--- config.mk ---
export PLATFORM = sky130hd
export DESIGN_NAME = uart_tx_drain_flat
export DESIGN_NICKNAME = d
export VERILOG_FILES = /design/src/rtl/uart_tx_drain_if.sv /design/src/rtl/uart_tx_drain.sv /design/src/flat_wrapper.sv
export SDC_FILE = /design/constraint.sdc
export NUM_CORES = 1
export LEC_CHECK = 0
export ABC_AREA = 1
export CAP_MARGIN = 10
export CORE_MARGIN = 5
export CORE_UTILIZATION = 55
export CTS_BUF_LIST = sky130_fd_sc_hd__clkbuf_16
export DETAILED_ROUTE_END_ITERATION = 16
export HOLD_SLACK_MARGIN = 0.08
export PLACE_DENSITY = 0.78
export SYNTH_ARGS = -nofsm -noshare
export SYNTH_HDL_FRONTEND = slang
export SYNTH_SLANG_ARGS = --single-unit
--- constraint.sdc ---
create_clock -name clk -period 1.7 [get_ports clk]
set_input_delay 0.51 -clock clk [delete_from_list [all_inputs] [get_ports clk]]
set_output_delay 0.51 -clock clk [all_outputs]
set_load 0.01 [all_outputs]
--- src/rtl/uart_tx_drain_if.sv ---
// Read-side handshake between a registered-output sync FIFO and its single consumer.
// master = the consumer (pops), slave = the FIFO (supplies data and the empty flag).
interface uart_tx_drain_if;
  logic       fifo_empty;
  logic [7:0] fifo_dout;
  logic       fifo_rd_en;

  modport master (
    input  fifo_empty,
    input  fifo_dout,
    output fifo_rd_en
  );

  modport slave (
    output fifo_empty,
    output fifo_dout,
    input  fifo_rd_en
  );
endinterface

--- src/rtl/uart_tx_drain.sv ---
// 8N1 UART transmitter that autonomously drains a registered-output FIFO.
// Each byte is popped, captured one cycle later and shifted out LSB-first on tx.
module uart_tx_drain #(
  parameter int CLK_HZ = 50000000,
  parameter int BAUD   = 115200
) (
  input  logic            clk,
  input  logic            rstn,
  input  logic            enable,
  uart_tx_drain_if.master fifo,
  output logic            tx,
  output logic            busy,
  output logic            byte_done
);

  localparam int CLKS_PER_BIT = (CLK_HZ + BAUD / 2) / BAUD;
  localparam int CNT_W        = (CLKS_PER_BIT > 1) ? $clog2(CLKS_PER_BIT) : 1;
  localparam logic [CNT_W-1:0] CNT_RELOAD = CNT_W'(CLKS_PER_BIT - 1);
  localparam logic [CNT_W-1:0] CNT_ONE    = CNT_W'(1);

  generate
    if (CLKS_PER_BIT < 2) begin : g_bad_baud
      $error("uart_tx_drain: CLKS_PER_BIT must be >= 2");
    end
  endgenerate

  typedef enum logic [2:0] {
    S_IDLE,
    S_FETCH,
    S_LOAD,
    S_START,
    S_DATA,
    S_STOP
  } state_t;

  state_t           state_q, state_d;
  logic [CNT_W-1:0] cnt_q, cnt_d;
  logic [2:0]       bit_q, bit_d;
  logic [7:0]       shift_q, shift_d;
  logic             tx_q, tx_d;
  logic             cnt_zero;

  assign cnt_zero = (cnt_q == '0);

  // State register
  always_ff @(posedge clk or negedge rstn) begin
    if (!rstn) begin
      state_q <= S_IDLE;
    end else begin
      state_q <= state_d;
    end
  end

  // Next-state logic
  always_comb begin
    state_d = state_q;
    case (state_q)
      S_IDLE:  if (enable && !fifo.fifo_empty) state_d = S_FETCH;
      S_FETCH: state_d = S_LOAD;
      S_LOAD:  state_d = S_START;
      S_START: if (cnt_zero) state_d = S_DATA;
      S_DATA:  if (cnt_zero && (bit_q == 3'd7)) state_d = S_STOP;
      S_STOP:  if (cnt_zero) state_d = S_IDLE;
      default: state_d = S_IDLE;
    endcase
  end

  // Datapath: baud counter, bit index, shift register and the tx flop
  always_comb begin
    cnt_d   = cnt_q;
    bit_d   = bit_q;
    shift_d = shift_q;
    tx_d    = 1'b1;
    case (state_q)
      S_LOAD: begin
        shift_d = fifo.fifo_dout;
        cnt_d   = CNT_RELOAD;
      end
      S_START, S_DATA, S_STOP: begin
        if (cnt_zero) begin
          cnt_d = CNT_RELOAD;
          if (state_q == S_START) begin
            bit_d = 3'd0;
          end else if (state_q == S_DATA) begin
            bit_d   = bit_q + 3'd1;
            shift_d = {1'b0, shift_q[7:1]};
          end
        end else begin
          cnt_d = cnt_q - CNT_ONE;
        end
      end
      default: ;
    endcase
    // tx is registered, so its next level follows the state being entered
    case (state_d)
      S_START: tx_d = 1'b0;
      S_DATA:  tx_d = shift_d[0];
      default: tx_d = 1'b1;
    endcase
  end

  always_ff @(posedge clk or negedge rstn) begin
    if (!rstn) begin
      cnt_q   <= '0;
      bit_q   <= 3'd0;
      shift_q <= 8'h00;
      tx_q    <= 1'b1;
    end else begin
      cnt_q   <= cnt_d;
      bit_q   <= bit_d;
      shift_q <= shift_d;
      tx_q    <= tx_d;
    end
  end

  // Outputs decoded from state
  always_comb begin
    fifo.fifo_rd_en = (state_q == S_FETCH);
    busy            = (state_q != S_IDLE);
    byte_done       = (state_q == S_STOP) && cnt_zero;
  end

  assign tx = tx_q;

endmodule

--- src/flat_wrapper.sv ---
// flat-port wrapper written by rule: the top's interface ports become plain ports
module uart_tx_drain_flat 
#(
  parameter int CLK_HZ = 50000000,
  parameter int BAUD   = 115200
)
  (clk, rstn, enable, tx, busy, byte_done, fifo_fifo_empty, fifo_fifo_dout, fifo_fifo_rd_en);
  uart_tx_drain_if fifo_i ();
  input  logic clk;
  input  logic rstn;
  input  logic enable;
  output logic tx;
  output logic busy;
  output logic byte_done;
  input wire logic [$bits(fifo_i.fifo_empty)-1:0] fifo_fifo_empty;
  input wire logic [$bits(fifo_i.fifo_dout)-1:0] fifo_fifo_dout;
  output wire logic [$bits(fifo_i.fifo_rd_en)-1:0] fifo_fifo_rd_en;
  assign fifo_i.fifo_empty = fifo_fifo_empty;
  assign fifo_i.fifo_dout = fifo_fifo_dout;
  assign fifo_fifo_rd_en = fifo_i.fifo_rd_en;
  uart_tx_drain #(.CLK_HZ(CLK_HZ), .BAUD(BAUD)) u_core (.clk(clk), .rstn(rstn), .enable(enable), .fifo(fifo_i), .tx(tx), .busy(busy), .byte_done(byte_done));
endmodule
==> results.yml <==
cts:
  cts_tree: "built"
  cts_sinks: 24
  clockBufferDepth: 2
  clock_latency_ns: 0.26
  clk_pin_slew_ns: 0.06
  cts_buffers: 3
  htreeDepth: 1
  root_buffer: "clkbuf_16"
pwr:
  p_leak_uw: 0.001027
  power_uw: 1149
  p_per_area_nw_per_um2: 583.7
  vdd_drop_max_uv: 621.2
drt:
  postRouteAntennaNets: 0
  drt_iter0_drc: 67
  via_count: 1396
  wl_per_cell_um: 14.15
  wl_met1_um: 1517
  drt_wl_total_um: 3636
  viasPerCell: 5.432
  first_pass_iters: 4
  met2_length_um: 1814
  drc: 0
  top_layer: "met4"
  wl_met3_um: 220
place:
  placed_area_um2: 1793
  dp_hpwl_um: 2395
  port_buffers: 15
  gp_congestion: 0.8173
global_route:
  grt_pass1_vias: 1334
  grt_usage_pct: 20.80
  grt_antenna_before_repair: 0
  grt_max_degree: 25
  grt_overflow: 0
  grt_pass1_wl_um: 5713
status:
  violations: "negative setup slack"
  outcome: "complete, but fails checks"
layout:
  most-common-layout-cells: "nand2_1, buf_4, dfrtp_1, inv_1, nand3_1"
  drive_gt1_share_pct: 32.16
  fin_area_um2: 1969
  area_growth_pct: 41.42
  layout.nets: 244
  final_common_cell: "nand2_1"
  fin_util_pct: 80.22
  fillers: 145
  diodes: 0
timing:
  skew_ns: 0.004995
  finalCriticalPeriod_ns: 1.842
  report.final.slew_viol_count: 0
  layout_setup_ws_ns: -0.1417
  relSlewSlack_pct: 74.20
  finalSetupViolations: 1
  fmax_mhz: 543.0
  whs_ns: 0.4879
  finalHoldViolCount: 0
  rsz0062_at_grt: "yes"
  tightestPinTransition_ns: 0.3830
  finalCritPeriodShare_pct: 108.3
  tns_ns: -0.1417
floorplanning:
  die-area_um2: 3639
  die_h_um: 60.32
  rows: 18
  fp.dieW_um: 60.32
  start_util_pct: 56.73
  pin_count: 16
  coreArea_um2: 2455
synth:
  synth_cell_type_count: 26
  syn-num-nets: 190
  yosys-top-cells-area: "dfrtp_1, nand2_1, nand3_1"
  yosys_warnings: 0
  synth_top_cell_by_area: "dfrtp_1"
  yosysTopAreaCellShare_pct: 41.33
  synthCells: 174
  synth_area_per_cell_um2: 8.003
  ys_seq_area_share_pct: 43.22
  synth_area_um2: 1393
  synth-seq-cells: 24
worst_setup_path:
  rrSetupSlack_ns: 0.06
  cp_slowest_cell: "dfrtp_1"
  crit_arrival_ns: 1.33
  cp_max_fo: 2
  r2r-end: "u_core.cnt_q[1]"
  cp_data_required_time_ns: 1.19
  cp-startpoint: "u_core.cnt_q[0]"
  path_cells: "inv_2, ha_4, nand2_4, nor2_4, nand2_4, nor2_4, buf_6"
  critPathCaptureType: "output pin"
  critical_path.max_stage_delay_ns: 0.39
  critPathCapture: "byte_done"
  worstSetupPathType: "register to output pin"
  reg2reg_depth: 10
  worstSetupStartpointType: "register"
  r2r-start: "u_core.state_q[2]"
worst_hold_path:
  min_path_type: "register to register"
run:
  drv_cap: 0
## synthesized netlist by cell type
master,n
nand2_1,51
dfrtp_1,23
inv_1,19
nor2_1,16
nand3_1,15
a32oi_1,6
inv_2,5
ha_1,4
o21ai_0,4
o22ai_1,4
nand2_2,3
nor2_4,3
xor2_1,3
a21oi_1,2
nand2_4,2
nand3_2,2
nor3_1,2
o21bai_1,2
buf_2,1
buf_4,1
dfstp_2,1
nand3_4,1
nor2_2,1
nor2_8,1
o21ai_1,1
xnor2_1,1
## how the worst min path moves through the flow
stage	end	cells past startpoint	from	slack, ns
2_1_floorplan	u_core.bit_q[0]	0	rstn	0.21
3_3_place_gp	u_core.shift_q[7]	2	u_core.shift_q[7]	0.46
3_5_place_dp	u_core.shift_q[1]	2	u_core.shift_q[1]	0.47
4_1_cts	u_core.shift_q[2]	2	u_core.shift_q[2]	0.48
5_1_grt	u_core.shift_q[2]	2	u_core.shift_q[2]	0.50
6_report	u_core.shift_q[2]	2	u_core.shift_q[2]	0.49
## cells by family (layout without fill, tap and decap cells)
| kind of cell | after synthesis | after routing | share of synthesized area (%) |
|---|---|---|---|
| AOI/OAI and AO/OA | 19 | 19 | 9.164 |
| xor gates and xnor gates | 4 | 4 | 2.516 |
| adders and majority gates | 4 | 4 | 3.594 |
| buffers and inverters | 26 | 79 | 7.368 |
| DFF | 24 | 24 | 43.22 |
| and+or+nand+nor | 97 | 97 | 34.14 |
## area by class of cell
class	instances	area, µm²	share of cell area, %
Multi-Input combinational cell	124	743.2	37.74
Sequential cell	24	603.1	30.62
Timing Repair Buffer	51	414.1	21.03
Inverter	24	92.59	4.701
Clock buffer	3	75.07	3.812
Tap cell	30	37.54	1.906
Clock inverter	1	3.754	0.1906
## critical path, delay by kind of cell (launching register included)
family / cells / cell delay, ns
adder cells (fa/ha/maj): 1 / 0.15
buffers and inverters: 2 / 0.19
flip-flops: 1 / 0.39
AND/OR/NAND/NOR: 4 / 0.35
## state kept, by name, indices dropped and copies added, names as in the netlist
signal          flops
u_core.shift_q      8
u_core.tx           1
u_core.state_q      3
u_core.bit_q        3
u_core.cnt_q        9
## routing by layer
| metal | up-vias | global-route usage (%) |
|---|---|---|
| met5 | - | 0 |
| met4 | 0 | 6.329 |
| met3 | 12 | 3.672 |
| met2 | 62 | 36.88 |
| met1 | 654 | 25.58 |
| li1 | 668 | - |
## power breakdown
part	internal [µW]	leakage, µW	switching, µW
registers	581	0.000287	6.40
logic	29.4	0.000702	22.7
clock network	314	0.0000385	196
## repair_timing
action | 4_1_cts | 5_1_grt
hold buffers | 0 | 0
setup buffers | 2 | 4
gates resized for setup | 19 | 14
setup endpoints to repair | 4 | 12
pin swaps | 3 | 6
cloned | 0 | 0
## through the flow
stage / cells / setup WS, ns
6_report: 257 / -0.1417
3_3_place_gp: 247 / -0.2952
2_1_floorplan: 174 / 0.06945
4_1_cts: 253 / -0.1022
3_5_place_dp: 247 / -0.3488
5_1_grt: 257 / -0.1966
(Power assumes the default switching activity.)
